File: src/rtl/vend_pkg.sv
// Shared vending definitions: product codes, prices, legal coins, FSM states
// and the price lookup used by the session controller.
package vend_pkg;

  localparam int unsigned AMT_W = 5;
  localparam int unsigned SUM_W = 6;
  localparam int unsigned PROD_W = 2;

  localparam logic [PROD_W-1:0] PROD_NONE      = 2'b00;
  localparam logic [PROD_W-1:0] PROD_NEWSPAPER = 2'b01;
  localparam logic [PROD_W-1:0] PROD_CHOCOLATE = 2'b10;
  localparam logic [PROD_W-1:0] PROD_COKE      = 2'b11;

  localparam logic [AMT_W-1:0] PRICE_NEWSPAPER = 5'd5;
  localparam logic [AMT_W-1:0] PRICE_CHOCOLATE = 5'd10;
  localparam logic [AMT_W-1:0] PRICE_COKE      = 5'd15;

  localparam logic [AMT_W-1:0] COIN_5  = 5'd5;
  localparam logic [AMT_W-1:0] COIN_10 = 5'd10;

  typedef enum logic [1:0] {
    ST_IDLE     = 2'd0,
    ST_CREDIT   = 2'd1,
    ST_DISPENSE = 2'd2,
    ST_CHANGE   = 2'd3
  } state_t;

  function automatic logic [AMT_W-1:0] price_of(input logic [PROD_W-1:0] code);
    logic [AMT_W-1:0] p;
    case (code)
      PROD_NEWSPAPER: p = PRICE_NEWSPAPER;
      PROD_CHOCOLATE: p = PRICE_CHOCOLATE;
      PROD_COKE:      p = PRICE_COKE;
      default:        p = '0;
    endcase
    return p;
  endfunction

  function automatic logic coin_legal(input logic [AMT_W-1:0] value);
    return (value == COIN_5) || (value == COIN_10);
  endfunction

endpackage

File: src/rtl/vend_timeout_ctr.sv
// Inactivity counter: clear wins over enable; saturates at TERMINAL-1 and
// flags that value combinationally.
module vend_timeout_ctr #(
  parameter int unsigned TERMINAL = 255,
  parameter int unsigned CNT_W    = 16
) (
  input  logic i_clk,
  input  logic i_rst,
  input  logic i_clr,
  input  logic i_en,
  output logic o_tc_c
);

  logic [CNT_W-1:0] r_count;
  logic             w_tc;

  assign w_tc   = (r_count == CNT_W'(TERMINAL - 1));
  assign o_tc_c = w_tc;

  always_ff @(posedge i_clk or posedge i_rst) begin
    if (i_rst) begin
      r_count <= '0;
    end else if (i_clr) begin
      r_count <= '0;
    end else if (i_en && !w_tc) begin
      r_count <= r_count + CNT_W'(1);
    end
  end

endmodule

File: src/rtl/vend_session_ctrl.sv
// One-customer vending session: coin accumulation, selection check,
// dispense handshake, change/refund report, cancel and inactivity refund.
module vend_session_ctrl
  import vend_pkg::*;
#(
  parameter int unsigned TIMEOUT_CYCLES = 255,
  parameter int unsigned MAX_CREDIT     = 31
) (
  input  logic              clk,
  input  logic              rst,
  input  logic              coin_valid,
  input  logic [AMT_W-1:0]  coin_value,
  input  logic              sel_valid,
  input  logic [PROD_W-1:0] select_product,
  input  logic              cancel,
  input  logic              dispense_ready,
  output logic              newspaper,
  output logic              chocolate,
  output logic              coke,
  output logic [AMT_W-1:0]  balance,
  output logic              balance_valid,
  output logic [AMT_W-1:0]  credit,
  output logic              coin_reject,
  output logic              sel_short,
  output logic              busy
);

  localparam int unsigned TMO_W = 16;

  state_t            r_state, w_state_nx;
  logic [AMT_W-1:0]  r_credit, w_credit_nx;
  logic [AMT_W-1:0]  r_price, w_price_nx;
  logic [PROD_W-1:0] r_prod, w_prod_nx;
  logic [AMT_W-1:0]  r_change, w_change_nx;
  logic [AMT_W-1:0]  r_balance, w_balance_nx;
  logic              r_newspaper, w_newspaper_nx;
  logic              r_chocolate, w_chocolate_nx;
  logic              r_coke, w_coke_nx;
  logic              r_bal_valid, w_bal_valid_nx;
  logic              r_coin_reject, w_coin_reject_nx;
  logic              r_sel_short, w_sel_short_nx;
  logic              r_busy, w_busy_nx;

  logic              w_coin_acc;
  logic              w_coin_ok;
  logic [SUM_W-1:0]  w_sum;
  logic [AMT_W-1:0]  w_sel_price;
  logic              w_tmo_tc;
  logic              w_tmo_clr;
  logic              w_tmo_en;

  assign w_coin_ok   = coin_legal(coin_value);
  assign w_sum       = SUM_W'(r_credit) + SUM_W'(coin_value);
  assign w_sel_price = price_of(select_product);
  assign w_tmo_clr   = (r_state != ST_CREDIT) || w_coin_acc;
  assign w_tmo_en    = (r_state == ST_CREDIT);

  vend_timeout_ctr #(
    .TERMINAL (TIMEOUT_CYCLES),
    .CNT_W    (TMO_W)
  ) u_timeout (
    .i_clk  (clk),
    .i_rst  (rst),
    .i_clr  (w_tmo_clr),
    .i_en   (w_tmo_en),
    .o_tc_c (w_tmo_tc)
  );

  always_ff @(posedge clk or posedge rst) begin
    if (rst) begin
      r_state       <= ST_IDLE;
      r_credit      <= '0;
      r_price       <= '0;
      r_prod        <= PROD_NONE;
      r_change      <= '0;
      r_balance     <= '0;
      r_newspaper   <= 1'b0;
      r_chocolate   <= 1'b0;
      r_coke        <= 1'b0;
      r_bal_valid   <= 1'b0;
      r_coin_reject <= 1'b0;
      r_sel_short   <= 1'b0;
      r_busy        <= 1'b0;
    end else begin
      r_state       <= w_state_nx;
      r_credit      <= w_credit_nx;
      r_price       <= w_price_nx;
      r_prod        <= w_prod_nx;
      r_change      <= w_change_nx;
      r_balance     <= w_balance_nx;
      r_newspaper   <= w_newspaper_nx;
      r_chocolate   <= w_chocolate_nx;
      r_coke        <= w_coke_nx;
      r_bal_valid   <= w_bal_valid_nx;
      r_coin_reject <= w_coin_reject_nx;
      r_sel_short   <= w_sel_short_nx;
      r_busy        <= w_busy_nx;
    end
  end

  // Priority inside CREDIT: cancel > selection > coin > inactivity timeout.
  always_comb begin
    w_state_nx       = r_state;
    w_credit_nx      = r_credit;
    w_price_nx       = r_price;
    w_prod_nx        = r_prod;
    w_change_nx      = r_change;
    w_balance_nx     = r_balance;
    w_newspaper_nx   = 1'b0;
    w_chocolate_nx   = 1'b0;
    w_coke_nx        = 1'b0;
    w_bal_valid_nx   = 1'b0;
    w_coin_reject_nx = 1'b0;
    w_sel_short_nx   = 1'b0;
    w_coin_acc       = 1'b0;

    case (r_state)
      ST_IDLE: begin
        if (coin_valid) begin
          if (w_coin_ok) begin
            w_credit_nx = coin_value;
            w_coin_acc  = 1'b1;
            w_state_nx  = ST_CREDIT;
          end else begin
            w_coin_reject_nx = 1'b1;
          end
        end
      end

      ST_CREDIT: begin
        if (cancel) begin
          w_coin_reject_nx = coin_valid;
          w_change_nx      = r_credit;
          w_state_nx       = ST_CHANGE;
        end else if (sel_valid && (select_product != PROD_NONE)) begin
          w_coin_reject_nx = coin_valid;
          if (w_sel_price <= r_credit) begin
            w_prod_nx  = select_product;
            w_price_nx = w_sel_price;
            w_state_nx = ST_DISPENSE;
          end else begin
            w_sel_short_nx = 1'b1;
            if (w_tmo_tc) begin
              w_change_nx = r_credit;
              w_state_nx  = ST_CHANGE;
            end
          end
        end else if (coin_valid && w_coin_ok && (w_sum <= SUM_W'(MAX_CREDIT))) begin
          w_credit_nx = AMT_W'(w_sum);
          w_coin_acc  = 1'b1;
        end else begin
          w_coin_reject_nx = coin_valid;
          if (w_tmo_tc) begin
            w_change_nx = r_credit;
            w_state_nx  = ST_CHANGE;
          end
        end
      end

      ST_DISPENSE: begin
        w_coin_reject_nx = coin_valid;
        if (dispense_ready) begin
          w_newspaper_nx = (r_prod == PROD_NEWSPAPER);
          w_chocolate_nx = (r_prod == PROD_CHOCOLATE);
          w_coke_nx      = (r_prod == PROD_COKE);
          w_change_nx    = r_credit - r_price;
          w_state_nx     = ST_CHANGE;
        end
      end

      ST_CHANGE: begin
        w_coin_reject_nx = coin_valid;
        w_bal_valid_nx   = 1'b1;
        w_balance_nx     = r_change;
        w_credit_nx      = '0;
        w_state_nx       = ST_IDLE;
      end

      default: begin
        w_credit_nx = '0;
        w_state_nx  = ST_IDLE;
      end
    endcase

    w_busy_nx = (w_state_nx == ST_DISPENSE) || (w_state_nx == ST_CHANGE);
  end

  assign newspaper     = r_newspaper;
  assign chocolate     = r_chocolate;
  assign coke          = r_coke;
  assign balance       = r_balance;
  assign balance_valid = r_bal_valid;
  assign credit        = r_credit;
  assign coin_reject   = r_coin_reject;
  assign sel_short     = r_sel_short;
  assign busy          = r_busy;

endmodule

File: config.mk
export PLATFORM = sky130hd
export DESIGN_NAME = vend_session_ctrl
export DESIGN_NICKNAME = d
export VERILOG_FILES = /design/src/rtl/vend_pkg.sv /design/src/rtl/vend_timeout_ctr.sv /design/src/rtl/vend_session_ctrl.sv
export SDC_FILE = /design/constraint.sdc
export NUM_CORES = 1
export LEC_CHECK = 0
export CAP_MARGIN = 20
export CELL_PAD_IN_SITES_DETAIL_PLACEMENT = 0
export CELL_PAD_IN_SITES_GLOBAL_PLACEMENT = 2
export CORE_MARGIN = 2
export CORE_UTILIZATION = 36
export CTS_CLUSTER_SIZE = 24
export DETAILED_ROUTE_END_ITERATION = 8
export PLACE_DENSITY_LB_ADDON = 0.1
export REMOVE_ABC_BUFFERS = 1
export SLEW_MARGIN = 10
export SYNTH_ARGS = -nofsm -noshare
export SYNTH_HDL_FRONTEND = slang
export SYNTH_SLANG_ARGS = --single-unit
File: constraint.sdc
create_clock -name clk -period 2.5 [get_ports clk]
set_input_delay 0.625 -clock clk [delete_from_list [all_inputs] [get_ports clk]]
set_output_delay 0.625 -clock clk [all_outputs]
set_load 0.05 [all_outputs]
==> impl_metrics.csv, run 1 <==
group,metric,value,unit
finish,area_delta_synth_final,31.85,%
logic_synthesis,synth_commonest_cells,"dfrtp_1 (43), nor2_1 (24), inv_1 (22), ha_1 (19), o21ai_0 (13)",
floorplan,row_count,31,
sta,finalSetupViolations,0,
pwr,swShare,42.44,%
worst_setup_path,critPathRequiredTime,2.70,ns
place,hpwl,4720,um
logic_synthesis,synth-edff-count,0,
routing,drc,0,
cts,cts_max_level,2,
cts,clk_pin_slew,0.09,ns
floorplan,die_h,89.19,um
pwr,peakVddDrop,0.0007350,V
floorplan,io_pins,30,
logic_synthesis,ys_warn_count,0,
sta,fin_ws,0.08912,ns
cts,numCtsBuffers,5,
place,gp_congestion,0.7915,
global_routing,grt_use_total,17.27,%
worst_setup_path,reg2reg_to,"r_change[3]",
sta,fmax,0.4148,GHz
worst_setup_path,start_kind,"primary input",
logic_synthesis,postSynthAreaPerCell,10.17,sq um
sta,fin_skew,0.01184,ns
global_routing,grt_pass1_vias,2028,
worst_setup_path,worstPathMaxFanout,2,
sta,post-route-period-util,96.44,%
finish,drive_above_1_share,21.15,%
logic_synthesis,ys_ff_latch,43,
global_routing,overflow,0,
routing,num_vias,2063,
pwr,p_int,0.002402,W
routing,antenna_left,0,
cts,clock_latency,0.30,ns
worst_setup_path,worst-path-buf-inv,2,
finish,antennaDiodeCount,0,
logic_synthesis,synthDistinctLibCells,51,
sta,slew_violations,0,
cts,cts_tree,"built",
cts,cts_hold_buf,0,
worst_setup_path,reg2reg_depth,8,
cts,clockBufferDepth,2,
finish,layout.nets,345,
logic_synthesis,synth-main-ff-cell,"dfrtp_1",
sta,worstMarginPinSlew,0.5498,ns
cts,clock_tree.root_cell,"clkbuf_8",
worst_setup_path,r2r_setup_slack,0.19,ns
flow_run,cap_viol_max_count,0,
routing,drt_wl_total,6207,um
global_routing,grt_max_degree,32,
floorplan,dieArea,7954,sq um
sta,worst_hold_slack,0.4668,ns
sta,tns,0,ns
hold_path,worstHoldStart,"r_prod[1]",
hold_path,hold_path_end,"newspaper",
cts,cts.sinks,43,
place,place_area,3213,sq um
finish,design_area,3445,sq um
hold_path,hold_path.class,"reg -> reg",
pwr,power.switching,0.001771,W
routing,drtPass1Iterations,4,
floorplan,initial_core_util,36.61,%
logic_synthesis,ys_top_cells_by_area,"dfrtp_1 (41%), ha_1 (9.1%), mux2_2 (5.2%), nor2_1 (3.4%), xor2_1 (3.4%)",
place,port-buffer-count,29,
global_routing,grt_pass1_wl,10390,um
logic_synthesis,synthArstFlopShare,100.0,%
worst_setup_path,crit-reg2reg-launch,"credit[2]",
pwr,power_frac_seq,26.3,%
pwr,powerDensity,1211,nW/um^2
worst_setup_path,critPathMaxStageDelay,0.43,ns
logic_synthesis,yosysMostFrequentCell,"dfrtp_1",
hold_path,hold_depth,1,
sta,finalCriticalPeriod,2.411,ns
floorplan,die-width,89.19,um
routing,drt-initial-drc-count,74,
worst_setup_path,crit_path_end_kind,"flop",
logic_synthesis,syn-cell-area,2613,sq um
pwr,leakage,1.506,nW
worst_setup_path,crit_chain,"clkdlybuf4s50_1 > ha_2 > inv_1 > fa_2 > nor2b_1 > o21a_1 > or3_1 > a32o_1 > mux2_2",
worst_setup_path,path_class,"in -> reg",
pwr,pwr-share-comb,58.1,%
sta,hold_viol,0,
logic_synthesis,synth_cells,257,
routing,viasPerCell,5.019,
pwr,clock_power_share,15.7,%
place,pre_cts_ws,-0.3919,ns
sta,rsz0062_at_grt,"false",
logic_synthesis,yosysTopAreaCellShare,41.19,%
run_status,status,"finished clean",
logic_synthesis,yosysTopAreaCell,"dfrtp_1",
worst_setup_path,crit_arrival,2.61,ns
routing,wl_per_cell,15.10,um
worst_setup_path,path_delay_family,"buffers and inverters",
floorplan,core,7137,sq um
finish,fin_util,48.26,%
logic_synthesis,seq_area_frac_synth,41.19,%
worst_setup_path,slowest_stage,"clkdlybuf4s50_1",
sta,maxSlewHeadroom,63.07,%
global_routing,antenna_found_initial,0,
## registers in the layout (all words and copies together) (netlist names), named ones only
register and flops:
u_timeout.r_count 16, newspaper 1, balance 5, sel_short 1, chocolate 1, credit 5, r_change 5, coin_reject 1
r_state 1, r_prod 2, coke 1, balance_valid 1, r_price 2
## layout by cell type, fill, tap and decap left out, types with 4 or more instances in the layout
cell type,synthesis,routed
clkbuf_8,0,5
nand4_1,6,6
nor2_1,24,23
mux2_2,12,12
nand3_1,10,10
or3_1,4,4
buf_4,1,22
dfrtp_1,43,43
a21oi_1,8,7
dlymetal6s2s_1,0,4
clkdlybuf4s50_1,0,24
nor3_1,7,7
inv_1,22,21
ha_1,19,15
nand2_1,9,9
xnor2_1,5,5
o21ai_0,13,13
mux2i_1,6,6
xor2_1,10,10
## stage by stage
| step | cells | power [W] |
|---|---|---|
| after CTS | 410 | 0.004127 |
| after detailed placement | 402 | 0.003439 |
| after global routing | 411 | 0.004512 |
| after floorplan | 250 | 0.002635 |
| final | 411 | 0.004172 |
| after global placement | 402 | 0.003423 |
## metal layers
layer / GRT usage [%] / part of all wire (%) / vias to the layer above
met5: 0 / 0 / -
met4: 4.071 / 1.1 / 0
met3: 3.047 / 2.2 / 8
met2: 29.56 / 50 / 30
met1: 22.73 / 47 / 991
li1: - / - / 1034
## layout make-up
class | count | area (sq um)
Fill cell | 702 | 3692
Multi-Input combinational cell | 185 | 1501
Sequential cell | 43 | 1076
Timing Repair Buffer | 54 | 524.3
Tap cell | 99 | 123.9
Inverter | 22 | 82.58
Clock buffer | 5 | 68.82
Clock inverter | 3 | 67.56
## worst max path at each step
stage                                 start     endpoint  slack [ns]  cells after the start
after floorplan                   credit[1]  r_change[0]       -0.04                      7
after global placement    select_product[0]  r_change[2]       -0.32                      9
after detailed placement  select_product[0]  r_change[3]       -0.39                      9
after CTS                     coin_value[1]  r_change[3]       0.004                      8
after global routing          coin_value[0]    credit[4]        0.02                      9
final                         coin_value[0]    credit[4]        0.09                      9
## cells by family (layout without fill, tap and decap cells)
kind of cell,Yosys count,count (layout),synth area share (%)
DFF,43,43,41.19
AOI/OAI and AO/OA,47,47,12.74
adders and majority gates,21,21,10.63
xor gates and xnor gates,15,15,5.029
muxes,18,18,7.471
buffers and inverters,29,84,4.358
and+or+nand+nor,84,84,18.58
## timing repair
action / 4_1_cts / 5_1_grt
endpoints found under the setup margin: 5 / 12
buffers inserted: 0 / 1
pin swaps: 2 / 5
hold endpoints to repair: 0 / 0
resized for setup: 3 / 13
## worst register-to-register path, stage by stage, from the launching register on
cell and delay [ns]:
dfrtp_1 0.46, inv_1 0.12, ha_1 0.33, a41oi_2 0.24, or3_1 0.15, o41ai_2 0.10, nor4b_4 0.28, buf_4 0.19
mux2_2 0.34
## power by group through the flow
stage	sequential, W	clock (W)	combinational, W
3_5_place_dp	0.00110	0	0.00234
4_1_cts	0.00109	0.000668	0.00237
3_3_place_gp	0.00110	0	0.00232
6_report	0.00110	0.000654	0.00242
5_1_grt	0.00113	0.000707	0.00267
2_1_floorplan	0.00144	0	0.00120
Note: power is estimated with default switching activity, not from simulation.
==> inputs of run 2 (changes only) <==
--- a/config.mk
+++ b/config.mk
@@ -14,7 +14,7 @@
 export DETAILED_ROUTE_END_ITERATION = 8
 export PLACE_DENSITY_LB_ADDON = 0.1
 export REMOVE_ABC_BUFFERS = 1
-export SLEW_MARGIN = 10
+export SLEW_MARGIN = 20
 export SYNTH_ARGS = -nofsm -noshare
 export SYNTH_HDL_FRONTEND = slang
 export SYNTH_SLANG_ARGS = --single-unit
==> results of run 2 <==
No change in the layout: final DEF, timing and power equal those of run 1.
==> inputs of run 3 (changes only) <==
--- a/config.mk
+++ b/config.mk
@@ -8,6 +8,7 @@
 export CAP_MARGIN = 20
 export CELL_PAD_IN_SITES_DETAIL_PLACEMENT = 0
 export CELL_PAD_IN_SITES_GLOBAL_PLACEMENT = 2
+export CORE_ASPECT_RATIO = 0.5
 export CORE_MARGIN = 2
 export CORE_UTILIZATION = 36
 export CTS_CLUSTER_SIZE = 24
==> run 3 against run 2 <==
Worst hold slack got worse by 0.0090 ns; first-iteration DRC count stayed put; via count up 1.6%; maximum frequency fell by 0.75%; largest cell class unchanged.
==> impl_metrics.csv, run 3 (synthesis results as in run 1) <==
group,metric,value,unit
global_routing,grt_use_total,17.26,%
cts,cts_hold_buf,0,
finish,fillers,630,
sta,post-route-period-util,97.17,%
finish,area_delta_synth_final,34.24,%
worst_setup_path,worstPathMaxFanout,5,
worst_setup_path,path_class,"in -> reg",
routing,wl_per_cell,16.05,um
sta,slew_violations,0,
routing,drt-initial-drc-count,74,
worst_setup_path,crit_arrival,2.60,ns
pwr,power.switching,0.001837,W
hold_path,hold_depth,1,
global_routing,overflow,0,
global_routing,grt_pass1_vias,2190,
cts,clk_pin_slew,0.06,ns
worst_setup_path,critPathRequiredTime,2.67,ns
sta,fmax,0.4117,GHz
cts,clock_latency,0.29,ns
place,place_area,3194,sq um
pwr,p_int,0.002593,W
sta,worst_hold_slack,0.4578,ns
flow_run,cap_viol_max_count,0,
cts,cts_max_level,2,
floorplan,initial_core_util,38.10,%
cts,cts_tree,"built",
global_routing,grt_pass1_wl,10760,um
pwr,clock_power_share,19.1,%
finish,antennaDiodeCount,0,
worst_setup_path,r2r_setup_slack,0.11,ns
routing,drc,0,
pwr,swShare,41.47,%
pwr,powerDensity,1263,nW/um^2
cts,cts.sinks,43,
finish,max_flop_register,"u_timeout.r_count",
floorplan,io_pins,30,
routing,num_vias,2095,
floorplan,die_h,64.24,um
routing,viasPerCell,5.160,
finish,layout_common_cells,"dfrtp_1 (43), buf_4 (26), nor2_1 (23), clkdlybuf4s50_1 (23), inv_1 (21)",
floorplan,die-width,124.5,um
place,port-buffer-count,29,
hold_path,hold_path_end,"chocolate",
finish,final_common_cell,"dfrtp_1",
floorplan,dieArea,7996,sq um
cts,clock_tree.root_cell,"clkbuf_16",
hold_path,hold_path.class,"reg -> reg",
hold_path,worstHoldStart,"r_prod[0]",
global_routing,grt_max_degree,44,
sta,worstMarginPinSlew,0.5657,ns
routing,drt_wl_total,6515,um
floorplan,row_count,21,
finish,design_area,3507,sq um
pwr,power_frac_seq,24.6,%
sta,finalCriticalPeriod,2.429,ns
place,hpwl,4740,um
finish,largest_reg_flops,16,
worst_setup_path,crit_path_end_kind,"flop",
worst_setup_path,start_kind,"primary input",
floorplan,core,6858,sq um
routing,antenna_left,0,
sta,fin_skew,0.006554,ns
worst_setup_path,reg2reg_to,"r_change[0]",
routing,drtPass1Iterations,4,
sta,maxSlewHeadroom,62.29,%
pwr,leakage,1.545,nW
pwr,pwr-share-comb,56.3,%
finish,drive_above_1_share,22.61,%
run_status,status,"finished clean",
sta,finalSetupViolations,0,
pwr,peakVddDrop,0.0007752,V
place,gp_congestion,0.7997,
sta,hold_viol,0,
worst_setup_path,crit-reg2reg-launch,"credit[2]",
global_routing,antenna_found_initial,0,
worst_setup_path,reg2reg_depth,8,
cts,clockBufferDepth,2,
cts,numCtsBuffers,5,
finish,layout.nets,347,
## run 3: cell types whose count changed in the layout (fill, tap and decap cells not counted), sizes merged
cell / delta
buf: +2
clkbuf: +1
clkdlybuf4s50: -1
clkinvlp: -1
dlymetal6s2s: +1
## run 3: layer usage
layer	part of all wire, %	vias up	wire length, um	global-route usage (%)
li1	-	1036	-	-
met2	45	29	2930	28.01
met3	3.4	8	221	4.188
met4	1.1	0	70	4.635
met5	0	-	0	0
met1	51	1022	3292	23.23
## run 3: repair_timing
action	CTS	global route
gates cloned	0	0
gates resized for setup	3	18
setup endpoints to repair	5	27
pin swaps	1	3
setup buffers	1	0
## run 3: metrics by stage
step                      cells  power [W]  utilization [%]  setup TNS, ns  setup slack (ns)
after detailed placement    397   0.003453            46.58         -8.375           -0.4893
after floorplan             250   0.002635                -        -0.1829          -0.03657
after global routing        406   0.004734            51.14      -0.001127         -0.001127
after global placement      397   0.003399            46.58         -8.129           -0.3599
after CTS                   406   0.004369            49.63              0         0.0007243
final                       406   0.004430            51.14              0           0.07085
## run 3: area by class of cell
type / count / area, sq um / share of cell area (%)
multi-input combinational: 185 / 1528 / 43.56
sequential: 43 / 1076 / 30.68
timing repair buffer: 56 / 516.7 / 14.73
clock buffer: 6 / 128.9 / 3.675
tap: 92 / 115.1 / 3.282
inverter: 22 / 82.58 / 2.355
clock inverter: 2 / 60.06 / 1.712
## run 3: worst max-delay path by stage
| stage | start | endpoint | slack [ns] |
|---|---|---|---|
| CTS | select_product[1] | r_change[0] | 0.0007 |
| finish | coin_value[1] | r_change[0] | 0.07 |
| global placement | select_product[0] | r_change[3] | -0.36 |
| detailed placement | select_product[0] | r_change[0] | -0.49 |
| global route | credit[2] | r_change[0] | -0.001 |
| floorplan | credit[1] | r_change[0] | -0.04 |
## run 3: critical path, stage by stage
cell	delay, ns
clkdlybuf4s50_1	0.45
buf_4	0.16
and4bb_2	0.25
nor2_2	0.21
nor4_4	0.09
nor4b_4	0.28
buf_4	0.19
mux2_2	0.34
## run 3: power groups by stage
stage | combinational (W) | sequential [W] | clock (W)
after floorplan | 0.00120 | 0.00144 | 0
final | 0.00249 | 0.00109 | 0.000845
after CTS | 0.00242 | 0.00108 | 0.000875
after detailed placement | 0.00237 | 0.00109 | 0
after global routing | 0.00270 | 0.00113 | 0.000911
after global placement | 0.00231 | 0.00108 | 0
